===== config.mk =====
export PLATFORM = sky130hd
export DESIGN_NAME = hazard_ctrl_flat
export DESIGN_NICKNAME = d
export VERILOG_FILES = /design/src/rtl/hazard_pkg.sv /design/src/rtl/hazard_ctrl_if.sv /design/src/rtl/hazard_match.sv /design/src/rtl/hazard_ctrl.sv /design/src/flat_wrapper.sv
export SDC_FILE = /design/constraint.sdc
export NUM_CORES = 1
export LEC_CHECK = 0
export CAP_MARGIN = 20
export CORE_UTILIZATION = 40
export CTS_CLUSTER_DIAMETER = 200
export DETAILED_ROUTE_END_ITERATION = 8
export PLACE_DENSITY = 0.76
export SYNTH_ARGS = -nofsm -noshare
export SYNTH_HDL_FRONTEND = slang
export SYNTH_SLANG_ARGS = --single-unit

===== constraint.sdc =====
create_clock -name clk -period 1.7 [get_ports clk]
set_clock_uncertainty 0.1 [all_clocks]
set_input_delay 0.17 -clock clk [delete_from_list [all_inputs] [get_ports clk]]
set_output_delay 0.17 -clock clk [all_outputs]
set_load 0.02 [all_outputs]

===== src/rtl/hazard_pkg.sv =====
// Shared types and constants for the pipeline hazard controller.
package hazard_pkg;

  localparam int REG_W = 5;
  localparam logic [REG_W-1:0] X0 = {REG_W{1'b0}};

  typedef enum logic [1:0] {
    ST_IDLE    = 2'd0,
    ST_DRAIN   = 2'd1,
    ST_WAIT    = 2'd2,
    ST_RELEASE = 2'd3
  } ecall_state_t;

  typedef struct packed {
    logic             valid;
    logic [REG_W-1:0] rd;
    logic             reg_write;
    logic             mem_read;
  } stage_rec_t;

endpackage


===== src/rtl/hazard_ctrl_if.sv =====
// ID-stage fields in, pipeline sequencing controls out; master is the core side,
// slave is the hazard controller.
interface hazard_ctrl_if #(parameter int REG_W = hazard_pkg::REG_W);

  logic             id_valid;
  logic [REG_W-1:0] id_rs1;
  logic [REG_W-1:0] id_rs2;
  logic             id_use_rs1;
  logic             id_use_rs2;
  logic [REG_W-1:0] id_rd;
  logic             id_reg_write;
  logic             id_mem_read;
  logic             id_ecall;
  logic             ex_branch_taken;
  logic             ecall_done;
  logic             fwd_ex_1;
  logic             fwd_ex_2;
  logic             fwd_mem_1;
  logic             fwd_mem_2;
  logic             stall_if;
  logic             flush_if;
  logic             clear_id;
  logic             ecall_req;
  logic             busy;

  modport master (
    output id_valid, id_rs1, id_rs2, id_use_rs1, id_use_rs2, id_rd,
           id_reg_write, id_mem_read, id_ecall, ex_branch_taken, ecall_done,
    input  fwd_ex_1, fwd_ex_2, fwd_mem_1, fwd_mem_2, stall_if, flush_if,
           clear_id, ecall_req, busy
  );

  modport slave (
    input  id_valid, id_rs1, id_rs2, id_use_rs1, id_use_rs2, id_rd,
           id_reg_write, id_mem_read, id_ecall, ex_branch_taken, ecall_done,
    output fwd_ex_1, fwd_ex_2, fwd_mem_1, fwd_mem_2, stall_if, flush_if,
           clear_id, ecall_req, busy
  );

endinterface


===== src/rtl/hazard_match.sv =====
// Compares one ID source register against one shadow stage record; x0 never matches.
module hazard_match
  import hazard_pkg::*;
(
  input  logic [REG_W-1:0] src,
  input  logic             use_src,
  input  stage_rec_t       rec,
  output logic             hit
);

  logic unused_s;

  assign hit = use_src && rec.valid && rec.reg_write &&
               (rec.rd != X0) && (rec.rd == src);

  // The load flag belongs to the record but is interpreted by the caller.
  assign unused_s = rec.mem_read;

endmodule


===== src/rtl/hazard_ctrl.sv =====
// Pipeline hazard controller: shadow EX/MEM/WB records, forwarding, load-use stall,
// branch flush and ecall drain. Define HAZARD_FWD_EN to enable operand forwarding.
module hazard_ctrl
  import hazard_pkg::*;
#(
  parameter int REG_W = hazard_pkg::REG_W
) (
  input  logic          clk,
  input  logic          rst,
  hazard_ctrl_if.slave  bus
);

  stage_rec_t   ex_r;
  stage_rec_t   mem_r;
  stage_rec_t   wb_r;
  stage_rec_t   id_rec_s;
  ecall_state_t state_r;
  ecall_state_t state_nxt_s;

  logic ex_hit1_s;
  logic ex_hit2_s;
  logic mem_hit1_s;
  logic mem_hit2_s;
  logic fwd_ex1_s;
  logic fwd_ex2_s;
  logic fwd_mem1_s;
  logic fwd_mem2_s;
  logic data_stall_s;
  logic pipe_empty_s;
  logic stall_s;
  logic flush_s;
  logic clear_s;
  logic req_s;
  logic unused_s;

  hazard_match u_ex1  (.src(bus.id_rs1), .use_src(bus.id_use_rs1), .rec(ex_r),  .hit(ex_hit1_s));
  hazard_match u_ex2  (.src(bus.id_rs2), .use_src(bus.id_use_rs2), .rec(ex_r),  .hit(ex_hit2_s));
  hazard_match u_mem1 (.src(bus.id_rs1), .use_src(bus.id_use_rs1), .rec(mem_r), .hit(mem_hit1_s));
  hazard_match u_mem2 (.src(bus.id_rs2), .use_src(bus.id_use_rs2), .rec(mem_r), .hit(mem_hit2_s));

`ifdef HAZARD_FWD_EN
  // A load in EX has no result yet, so it cannot feed the EX bypass.
  assign fwd_ex1_s    = ex_hit1_s && !ex_r.mem_read;
  assign fwd_ex2_s    = ex_hit2_s && !ex_r.mem_read;
  assign fwd_mem1_s   = mem_hit1_s && !ex_hit1_s;
  assign fwd_mem2_s   = mem_hit2_s && !ex_hit2_s;
  assign data_stall_s = (ex_hit1_s || ex_hit2_s) && ex_r.mem_read;
`else
  assign fwd_ex1_s    = 1'b0;
  assign fwd_ex2_s    = 1'b0;
  assign fwd_mem1_s   = 1'b0;
  assign fwd_mem2_s   = 1'b0;
  assign data_stall_s = ex_hit1_s || ex_hit2_s || mem_hit1_s || mem_hit2_s;
`endif

  assign pipe_empty_s = !ex_r.valid && !mem_r.valid && !wb_r.valid;

  // WB only matters for drain detection; its other fields simply retire.
  assign unused_s = ^{wb_r.rd, wb_r.reg_write, wb_r.mem_read};

  // Record entering EX: the ID instruction, or a bubble when ID/EX is cleared.
  always_comb begin
    id_rec_s = '{valid: 1'b0, rd: {REG_W{1'b0}}, reg_write: 1'b0, mem_read: 1'b0};
    if (bus.id_valid && !clear_s) begin
      id_rec_s = '{valid: 1'b1, rd: bus.id_rd, reg_write: bus.id_reg_write,
                   mem_read: bus.id_mem_read};
    end else begin
      id_rec_s = '{valid: 1'b0, rd: {REG_W{1'b0}}, reg_write: 1'b0, mem_read: 1'b0};
    end
  end

  // Ecall sequencing and stall/flush/bubble selection.
  always_comb begin
    state_nxt_s = state_r;
    stall_s     = 1'b0;
    flush_s     = 1'b0;
    clear_s     = 1'b0;
    req_s       = 1'b0;
    case (state_r)
      ST_IDLE: begin
        if (bus.ex_branch_taken) begin
          flush_s = 1'b1;
          clear_s = 1'b1;
        end else if (data_stall_s) begin
          stall_s = 1'b1;
          clear_s = 1'b1;
        end else if (bus.id_valid && bus.id_ecall) begin
          // Hold the ecall in ID from its first cycle so it enters EX only at release.
          stall_s     = 1'b1;
          clear_s     = 1'b1;
          state_nxt_s = ST_DRAIN;
        end else begin
          state_nxt_s = ST_IDLE;
        end
      end
      ST_DRAIN: begin
        if (bus.ex_branch_taken) begin
          flush_s     = 1'b1;
          clear_s     = 1'b1;
          state_nxt_s = ST_IDLE;
        end else if (pipe_empty_s) begin
          stall_s     = 1'b1;
          clear_s     = 1'b1;
          state_nxt_s = ST_WAIT;
        end else begin
          stall_s     = 1'b1;
          clear_s     = 1'b1;
        end
      end
      ST_WAIT: begin
        stall_s = 1'b1;
        clear_s = 1'b1;
        req_s   = 1'b1;
        if (bus.ecall_done) begin
          state_nxt_s = ST_RELEASE;
        end else begin
          state_nxt_s = ST_WAIT;
        end
      end
      ST_RELEASE: begin
        state_nxt_s = ST_IDLE;
      end
      default: begin
        state_nxt_s = ST_IDLE;
      end
    endcase
  end

  // Shadow pipeline advance and ecall state register.
  always_ff @(posedge clk) begin
    if (rst) begin
      ex_r    <= '{valid: 1'b0, rd: {REG_W{1'b0}}, reg_write: 1'b0, mem_read: 1'b0};
      mem_r   <= '{valid: 1'b0, rd: {REG_W{1'b0}}, reg_write: 1'b0, mem_read: 1'b0};
      wb_r    <= '{valid: 1'b0, rd: {REG_W{1'b0}}, reg_write: 1'b0, mem_read: 1'b0};
      state_r <= ST_IDLE;
    end else begin
      ex_r    <= id_rec_s;
      mem_r   <= ex_r;
      wb_r    <= mem_r;
      state_r <= state_nxt_s;
    end
  end

  assign bus.fwd_ex_1  = fwd_ex1_s  && !rst;
  assign bus.fwd_ex_2  = fwd_ex2_s  && !rst;
  assign bus.fwd_mem_1 = fwd_mem1_s && !rst;
  assign bus.fwd_mem_2 = fwd_mem2_s && !rst;
  assign bus.stall_if  = stall_s    && !rst;
  assign bus.flush_if  = flush_s    && !rst;
  assign bus.clear_id  = clear_s    && !rst;
  assign bus.ecall_req = req_s      && !rst;
  assign bus.busy      = (state_r != ST_IDLE) && !rst;

endmodule


===== src/flat_wrapper.sv =====
// flat-port wrapper written by rule: the top's interface ports become plain ports
module hazard_ctrl_flat import hazard_pkg::*;
#(
  parameter int REG_W = hazard_pkg::REG_W
)
  (clk, rst, bus_id_valid, bus_id_rs1, bus_id_rs2, bus_id_use_rs1, bus_id_use_rs2, bus_id_rd, bus_id_reg_write, bus_id_mem_read, bus_id_ecall, bus_ex_branch_taken, bus_ecall_done, bus_fwd_ex_1, bus_fwd_ex_2, bus_fwd_mem_1, bus_fwd_mem_2, bus_stall_if, bus_flush_if, bus_clear_id, bus_ecall_req, bus_busy);
  hazard_ctrl_if #(.REG_W(REG_W)) bus_i ();
  input  logic clk;
  input  logic rst;
  input wire logic [$bits(bus_i.id_valid)-1:0] bus_id_valid;
  input wire logic [$bits(bus_i.id_rs1)-1:0] bus_id_rs1;
  input wire logic [$bits(bus_i.id_rs2)-1:0] bus_id_rs2;
  input wire logic [$bits(bus_i.id_use_rs1)-1:0] bus_id_use_rs1;
  input wire logic [$bits(bus_i.id_use_rs2)-1:0] bus_id_use_rs2;
  input wire logic [$bits(bus_i.id_rd)-1:0] bus_id_rd;
  input wire logic [$bits(bus_i.id_reg_write)-1:0] bus_id_reg_write;
  input wire logic [$bits(bus_i.id_mem_read)-1:0] bus_id_mem_read;
  input wire logic [$bits(bus_i.id_ecall)-1:0] bus_id_ecall;
  input wire logic [$bits(bus_i.ex_branch_taken)-1:0] bus_ex_branch_taken;
  input wire logic [$bits(bus_i.ecall_done)-1:0] bus_ecall_done;
  output wire logic [$bits(bus_i.fwd_ex_1)-1:0] bus_fwd_ex_1;
  output wire logic [$bits(bus_i.fwd_ex_2)-1:0] bus_fwd_ex_2;
  output wire logic [$bits(bus_i.fwd_mem_1)-1:0] bus_fwd_mem_1;
  output wire logic [$bits(bus_i.fwd_mem_2)-1:0] bus_fwd_mem_2;
  output wire logic [$bits(bus_i.stall_if)-1:0] bus_stall_if;
  output wire logic [$bits(bus_i.flush_if)-1:0] bus_flush_if;
  output wire logic [$bits(bus_i.clear_id)-1:0] bus_clear_id;
  output wire logic [$bits(bus_i.ecall_req)-1:0] bus_ecall_req;
  output wire logic [$bits(bus_i.busy)-1:0] bus_busy;
  assign bus_i.id_valid = bus_id_valid;
  assign bus_i.id_rs1 = bus_id_rs1;
  assign bus_i.id_rs2 = bus_id_rs2;
  assign bus_i.id_use_rs1 = bus_id_use_rs1;
  assign bus_i.id_use_rs2 = bus_id_use_rs2;
  assign bus_i.id_rd = bus_id_rd;
  assign bus_i.id_reg_write = bus_id_reg_write;
  assign bus_i.id_mem_read = bus_id_mem_read;
  assign bus_i.id_ecall = bus_id_ecall;
  assign bus_i.ex_branch_taken = bus_ex_branch_taken;
  assign bus_i.ecall_done = bus_ecall_done;
  assign bus_fwd_ex_1 = bus_i.fwd_ex_1;
  assign bus_fwd_ex_2 = bus_i.fwd_ex_2;
  assign bus_fwd_mem_1 = bus_i.fwd_mem_1;
  assign bus_fwd_mem_2 = bus_i.fwd_mem_2;
  assign bus_stall_if = bus_i.stall_if;
  assign bus_flush_if = bus_i.flush_if;
  assign bus_clear_id = bus_i.clear_id;
  assign bus_ecall_req = bus_i.ecall_req;
  assign bus_busy = bus_i.busy;
  hazard_ctrl #(.REG_W(REG_W)) u_core (.clk(clk), .rst(rst), .bus(bus_i));
endmodule

==> flow_summary.yaml, run 1 <==
outcome:
  status: "complete, but fails checks"
  violations: "negative setup slack"
clocking:
  htreeDepth: 1
  cts.clk_slew.worst_paths_ns: 0.10
  clock-root-buffer: "clkbuf_4"
  cts_sinks: 17
  clk_latency_ns: 0.29
  clock_path_buffers: 2
  cts_tree: "yes"
  cts_buffers: 3
global_routing:
  first_global_vias: 1031
  antenna_found_initial: 0
  grt-ovfl-total: 0
  grt_pass1_wl_mm: 4.37
  track_usage: 0.219
  grt_max_degree: 15
setup_path:
  worstSetupPathType: "reg -> out"
  cp-end-kind: "primary output"
  cp-start-kind: "register"
  cpPeakStageDelay_ns: 0.37
  cp_slowest_cell: "or3_1"
  critPathMaxFanout: 3
  cp.arrival_ns: 1.99
  path_common_cell: "buf_6"
  cp_top_family: "compound AO/OA/AOI/OAI gates"
  cp_num_buf_inv: 3
  crit_chain: "or3_1 -> o311a_1 -> a22oi_4 -> buf_4 -> buf_6 -> a31oi_4 -> buf_6"
  crit_required_ns: 1.43
die:
  die_y_um: 52.4
  start_util: 0.442
  die_area_um2: 2740
  dieWidth_um: 52.4
  rows: 17
  io_pins: 34
  core_area_um2: 2300
final_layout:
  mostFrequentLayoutCells: "buf_4 (27), clkdlybuf4s50_1 (23), xnor2_1 (16)"
  area_growth_pct: 62.8
  regArea_um2: 348
  fillers: 166
  drive_gt1_frac: 0.364
  multiInputGateArea_um2: 723
  final_util: 0.719
  nets: 203
  layout_commonest_cell: "buf_4"
  antenna_cells: 0
synthesis:
  synth_top_area_cell: "dfxtp_1"
  synth-seq-cells: 17
  async_flop_share: 0
  synth.cell_area_um2: 1010
  synth_ff_type: "dfxtp_1"
  ys_warn_count: 0
  synth_cell_types: 28
  syn_inst: 114
  yosysSeqAreaShare: 0.335
  synth_edf_count: 0
  synth_area_leaders: "dfxtp_1 (34%), xnor2_1 (17%), nor2b_1 (7.4%)"
  synth_top_area_frac: 0.335
  syn_area_per_cell_um2: 8.90
power:
  switching_share: 0.307
  p_per_area_nw_per_um2: 617
  clkPwrFrac: 0.219
  ir_drop_mv: 0.554
  pwr-share-comb: 0.356
  p_int_uw: 706
  p_leak_uw: 0.000704
  power_frac_seq: 0.425
  p_sw_uw: 312
sta:
  max_clock_freq_ghz: 0.442
  period_share: 1.33
  period_needed_ns: 2.26
  hold_violations: 0
  fin_ws_ns: -0.562
  setup_viol: 11
  rsz0062_at_grt: "true"
  maxSlewViolCount: 0
  final.setup.tns_ns: -4.51
hold_path:
  hold_path_class: "in -> reg"
detailed_routing:
  drt_iter0_drc: 19
  via_count: 1015
  routed_wl_mm: 2.84
  drtPass1Iterations: 4
  route.detailed.drc: 0
  ant_nets: 0
  vias_per_cell: 5.05
  wl_per_cell_um: 14.1
flow_run:
  drv_cap: 0
placed_design:
  dp.final_hpwl_mm: 1.99
  place_congestion: 0.828
  io_buffer_count: 28
## final timing paths
| kind | from | end | slack (ns) | depth (start not counted) |
|---|---|---|---|---|
| setup / recovery | u_core.mem_r[2] | bus_clear_id | -0.56 | 7 |
| hold / removal | bus_id_rd[2] | u_core.ex_r[4] | 0.28 | 3 |
| setup reg to reg | u_core.ex_r[6] | u_core.ex_r[4] | -0.40 | 10 |
| hold reg to reg | u_core.ex_r[1] | u_core.mem_r[1] | 0.39 | 1 |
## power by group through the flow
| stage | Sequential [uW] | Clock (uW) | Combinational [uW] |
|---|---|---|---|
| floorplan | 439 | 0 | 149 |
| global placement | 438 | 0 | 297 |
| detailed placement | 439 | 0 | 306 |
| CTS | 430 | 228 | 337 |
| global route | 435 | 252 | 388 |
| finish | 433 | 223 | 363 |
## repair_timing
action / 4_1_cts / 5_1_grt
endpoints found under the setup margin: 14 / 13
resized for setup: 36 / 14
pin swaps: 4 / 5
hold buffers: 0 / 0
setup buffers: 5 / 2
## registers in the layout (all words and copies together) (netlist names), named ones only
name,count
u_core.state_r,1
u_core.wb_r,1
u_core.ex_r,7
u_core.mem_r,7
## worst min-delay path, cell delays in order
cell	delay, ns
clkdlybuf4s50_1	0.40
nand2_1	0.05
nor2_1	0.03
## area by class of cell
class,count,area share
multi-input cells,91,0.438
inverters,3,0.00682
well taps,28,0.0212
clock buffers,3,0.0136
repair buffers,58,0.305
flip-flops and latches,17,0.211
clock inverters,1,0.00455
## synth_stat cells, drive strengths merged, types with 2 or more instances
library cell  instances
o311a                 2
nor2                 10
clkbuf                2
nand2                12
dfxtp                17
ha                    4
xnor2                20
a21oi                 6
buf                   4
nand4                 4
nor2b                12
or3                   2
inv                   3
o22ai                 2
o21ai                 2
## cells by family after synthesis
family | Yosys count | synth area share
flip-flops | 17 | 0.335
AND/OR/NAND/NOR | 42 | 0.207
other | 1 | 0.00370
AO/OA/AOI/OAI | 20 | 0.174
multiplexers | 1 | 0.00986
buffers and inverters | 9 | 0.0481
XOR/XNOR | 20 | 0.173
adder cells (fa/ha/maj) | 4 | 0.0493
## through the flow
step	instances	cell area, um2	setup slack [ns]	hold slack [ns]	power [uW]
final	201	1650	-0.562	0.285	1020
after global routing	201	1650	-0.640	0.269	1070
after CTS	200	1600	-0.536	0.278	995
after detailed placement	191	1490	-0.896	0.372	745
after global placement	191	1490	-0.829	0.369	736
after floorplan	117	1030	-0.138	0.142	588
## routing by layer
metal  share of wire  global-route usage
met1            0.45               0.251
met2            0.50               0.397
met3           0.048              0.0464
met4          0.0070              0.0702
met5               0                   0
Power figures use the tool's default switching activity.
==> run 2: changes to the inputs <==
CORE_UTILIZATION = 41   (was 40)
PLACE_DENSITY = 0.77   (was 0.76)
SYNTH_HIERARCHICAL = 1   (was not set)
==> run 2 against run 1 <==
Net effect:
- the flow still finishes with violations (negative setup slack)
- clock power barely moved
- die area shrank 2.6%
- combinational power shrank 12%
- register-to-register slack worse by 0.46 ns
- global-route usage is 1.6 points higher
- highest routed layer unchanged
- largest power group unchanged
- hold slack gained 0.0056 ns
==> flow_summary.yaml, run 2 <==
final_layout:
  layout_commonest_cell: "buf_4"
  nets: 207
  top_regs: "u_core/ex_r x7, u_core/mem_r x7"
  drive_gt1_frac: 0.362
  antenna_cells: 0
  mostFrequentLayoutCells: "buf_4 (27), clkdlybuf4s50_1 (23), xnor2_1 (20)"
  fillers: 164
  final_area_um2: 1680
  area_growth_pct: 66.0
sta:
  rsz0062_at_grt: "true"
  final.setup.tns_ns: -8.48
  maxSlewViolCount: 0
  fin_ws_ns: -1.05
  period_share: 1.62
  setup_viol: 11
  hold_violations: 0
  period_needed_ns: 2.75
  max_clock_freq_ghz: 0.363
die:
  core_area_um2: 2280
  start_util: 0.445
  die_area_um2: 2670
  io_pins: 34
  dieWidth_um: 51.7
  rows: 17
  die_y_um: 51.7
global_routing:
  antenna_found_initial: 0
  first_global_vias: 1033
  grt_max_degree: 11
  track_usage: 0.235
  grt_pass1_wl_mm: 4.49
  grt-ovfl-total: 0
synthesis:
  syn_area_per_cell_um2: 8.58
  ys_warn_count: 6
  syn_inst: 118
  synth.cell_area_um2: 1010
clocking:
  cts.clk_slew.worst_paths_ns: 0.10
  clk_latency_ns: 0.30
  clock_path_buffers: 2
  htreeDepth: 1
  clock-root-buffer: "clkbuf_4"
  cts_tree: "yes"
  cts_hold_buffers: 0
  cts_sinks: 17
  cts_buffers: 3
setup_path:
  cp-end-kind: "primary output"
  critPathMaxFanout: 2
  r2r_cells: 9
  rr_startpoint: "u_core/mem_r[6]"
  worstSetupPathType: "reg -> out"
  crit_required_ns: 1.43
  crit_path_start: "u_core/mem_r[6]"
  r2r_slack_ns: -0.86
  cp.arrival_ns: 2.48
  cp-start-kind: "register"
hold_path:
  hold_path_class: "in -> reg"
  min_to: "u_core/ex_r[3]"
  hold_depth: 3
  hold_start: "bus_id_rd[1]"
power:
  finalPower_uw: 963
  p_leak_uw: 0.000670
  ir_drop_mv: 0.470
  p_per_area_nw_per_um2: 573
outcome:
  violations: "negative setup slack"
  status: "complete, but fails checks"
detailed_routing:
  via_count: 1035
  route.detailed.drc: 0
  ant_nets: 0
  drtPass1Iterations: 4
  drt_iter0_drc: 9
  wl_per_cell_um: 13.8
  vias_per_cell: 5.05
  routed_wl_mm: 2.84
placed_design:
  post_dp_cell_area_um2: 1520
  io_buffer_count: 28
  dp.final_hpwl_mm: 2.25
  place_congestion: 0.849
flow_run:
  drv_cap: 0
## run 2: area by class of cell
cell class | instances | area [um2] | share of cell area
clock buffers | 3 | 22.5 | 0.0134
clock inverters | 1 | 5.00 | 0.00298
inverters | 4 | 15.0 | 0.00894
multi-input cells | 93 | 718 | 0.427
flip-flops and latches | 17 | 348 | 0.207
well taps | 28 | 35.0 | 0.0208
repair buffers | 59 | 537 | 0.319
## run 2: what timing repair did
action,CTS,global route
pin swaps,13,12
gates resized for setup,32,15
setup buffers,4,3
setup endpoints to repair,14,14
cloned,0,0
## run 2: critical path, cell delays in order (launching register included)
cell       delay [ns]
dfxtp_2          0.33
or4_1            0.54
nor2_2           0.11
nor3_2           0.05
or4_4            0.52
a21o_1           0.17
a211oi_2         0.24
a2111oi_4        0.05
buf_4            0.17
## run 2: metrics by stage
| stage | util | std cells | setup slack [ns] | hold WS [ns] |
|---|---|---|---|---|
| 6_report | 0.738 | 205 | -1.05 | 0.290 |
| 5_1_grt | 0.738 | 205 | -1.17 | 0.283 |
| 4_1_cts | 0.711 | 203 | -1.09 | 0.276 |
| 3_5_place_dp | 0.668 | 195 | -1.12 | 0.388 |
| 3_3_place_gp | 0.668 | 195 | -1.08 | 0.384 |
| 2_1_floorplan | - | 121 | -0.567 | 0.134 |
## run 2: worst max path at each step
stage                     depth (start not counted)  slack [ns]           end
after CTS                                         8       -1.09  bus_stall_if
after global placement                            8       -1.08  bus_stall_if
after floorplan                                   7       -0.57  bus_stall_if
final                                             8       -1.05  bus_stall_if
after global routing                              8       -1.17  bus_stall_if
after detailed placement                          8       -1.12  bus_stall_if
## run 2: power by group
part	total (uW)	internal (uW)	leakage, uW	switching (uW)
logic	318	182	0.000512	136
clock network	223	87.8	0.0000177	135
registers	422	412	0.000141	10.1
## run 2: per-layer routing
metal	track usage	vias up	part of all wire
met5	0	-	0
met4	0.0991	0	0.027
met3	0.0556	8	0.036
met2	0.420	28	0.50
met1	0.264	476	0.43
li1	-	523	-
==> run 3: changes to the inputs <==
CORE_ASPECT_RATIO = 2   (was not set)
==> run 3 against run 2 <==
Net effect:
- die area grew 0.46%
- maximum frequency shrank 0.61%
- the run still ends with negative setup slack left
- combinational power shrank 9.4%
- clock-buffer cell count is the same
- power grew 6.4%
- largest power group unchanged
- final area shrank 3.6%
- flip-flop and latch count is the same
- clock power grew 40%
- first-iteration DRC count grew 110%
- via count shrank 3.6%
- critical path depth grew 1
==> flow_summary.yaml, run 3 (synthesis gave the netlist of run 2 again) <==
final_layout:
  mostFrequentLayoutCells: "buf_4 (27), clkdlybuf4s50_1 (23), xnor2_1 (20)"
  top_regs: "u_core/ex_r x7, u_core/mem_r x7"
  fillers: 192
  nets: 202
  drive_gt1_frac: 0.337
  final_area_um2: 1620
  final_util: 0.691
  area_growth_pct: 60.1
  layout_commonest_cell: "buf_4"
  antenna_cells: 0
detailed_routing:
  via_count: 998
  drt_iter0_drc: 19
  route.detailed.drc: 0
  ant_nets: 0
  routed_wl_mm: 2.75
  drtPass1Iterations: 4
  vias_per_cell: 5.02
  wl_per_cell_um: 13.8
global_routing:
  grt_max_degree: 12
  track_usage: 0.212
  antenna_found_initial: 0
  grt-ovfl-total: 0
  grt_pass1_wl_mm: 4.14
  first_global_vias: 1034
sta:
  period_share: 1.63
  maxSlewViolCount: 0
  rsz0062_at_grt: "true"
  hold_violations: 0
  setup_viol: 11
  final.setup.tns_ns: -8.82
  fin_ws_ns: -1.07
  period_needed_ns: 2.77
  max_clock_freq_ghz: 0.361
placed_design:
  place_congestion: 0.835
  post_dp_cell_area_um2: 1510
  io_buffer_count: 28
  dp.final_hpwl_mm: 2.19
flow_run:
  drv_cap: 0
outcome:
  status: "complete, but fails checks"
  violations: "negative setup slack"
clocking:
  cts_buffers: 3
  cts.clk_slew.worst_paths_ns: 0.07
  htreeDepth: 1
  clock_path_buffers: 2
  clock-root-buffer: "clkbuf_8"
  cts_hold_buffers: 0
  cts_sinks: 17
  clk_latency_ns: 0.26
  cts_tree: "yes"
die:
  rows: 25
  die_y_um: 72.3
  die_area_um2: 2680
  io_pins: 34
  start_util: 0.431
  core_area_um2: 2350
  dieWidth_um: 37.1
setup_path:
  worstSetupPathType: "reg -> out"
  crit_chain: "or4_4 -> nor2_2 -> nor3_1 -> or4_4 -> buf_4 -> buf_6 -> o21ai_4 -> a211oi_2 -> buf_4"
  critPathMaxFanout: 3
  crit_required_ns: 1.43
  cpPeakStageDelay_ns: 0.54
  cp-end-kind: "primary output"
  cp_slowest_cell: "or4_4"
  cp_top_family: "simple AND/OR/NAND/NOR gates"
  cp_num_buf_inv: 3
  cp-start-kind: "register"
  cp.arrival_ns: 2.50
power:
  p_per_area_nw_per_um2: 632
  p_leak_uw: 0.000634
  finalPower_uw: 1020
  ir_drop_mv: 0.479
hold_path:
  hold_path_class: "in -> reg"
-- run 3: path summary, 6_finish.rpt --
kind             startpoint              end  slack [ns]  cells past startpoint
max          u_core/ex_r[6]     bus_clear_id       -1.07                      9
min            bus_id_rd[4]   u_core/ex_r[6]        0.33                      3
max reg2reg  u_core/ex_r[6]         register       -0.83                      9
min reg2reg  u_core/ex_r[3]  u_core/mem_r[3]        0.39                      1
-- run 3: worst min-delay path: stages --
cell	delay, ns
clkdlybuf4s50_1	0.39
nand2_1	0.05
nor2_1	0.04
-- run 3: per-stage QoR --
stage / std cells / setup WS [ns] / hold slack [ns]
floorplan: 121 / -0.567 / 0.134
global placement: 193 / -1.09 / 0.369
detailed placement: 193 / -1.11 / 0.377
CTS: 198 / -1.04 / 0.320
global route: 199 / -1.11 / 0.361
finish: 199 / -1.07 / 0.330
-- run 3: where the power goes --
part	internal [uW]	switching (uW)
registers	412	12.7
logic	160	128
clock network	165	147
-- run 3: repair_timing --
action / in CTS / in global routing
buffers inserted: 1 / 1
endpoints found under the setup margin: 14 / 14
pin swaps: 6 / 10
resized for setup: 28 / 13
-- run 3: layout make-up --
cell class | count | area, um2 | area share
flip-flops and latches | 17 | 347 | 0.214
multi-input cells | 93 | 711 | 0.439
well taps | 27 | 33.8 | 0.0208
repair buffers | 54 | 465 | 0.287
clock inverters | 1 | 7.51 | 0.00463
clock buffers | 3 | 41.3 | 0.0255
inverters | 4 | 15.0 | 0.00927
-- run 3: metal layers --
layer  routed length [um]  part of all wire  track usage  up-vias
met1                  975              0.35        0.179      471
met2                 1690              0.61        0.446       14
li1                     -                 -            -      509
met4                   41             0.015       0.0988        0
met5                    0                 0            0        -
met3                   46             0.017      0.00917        4
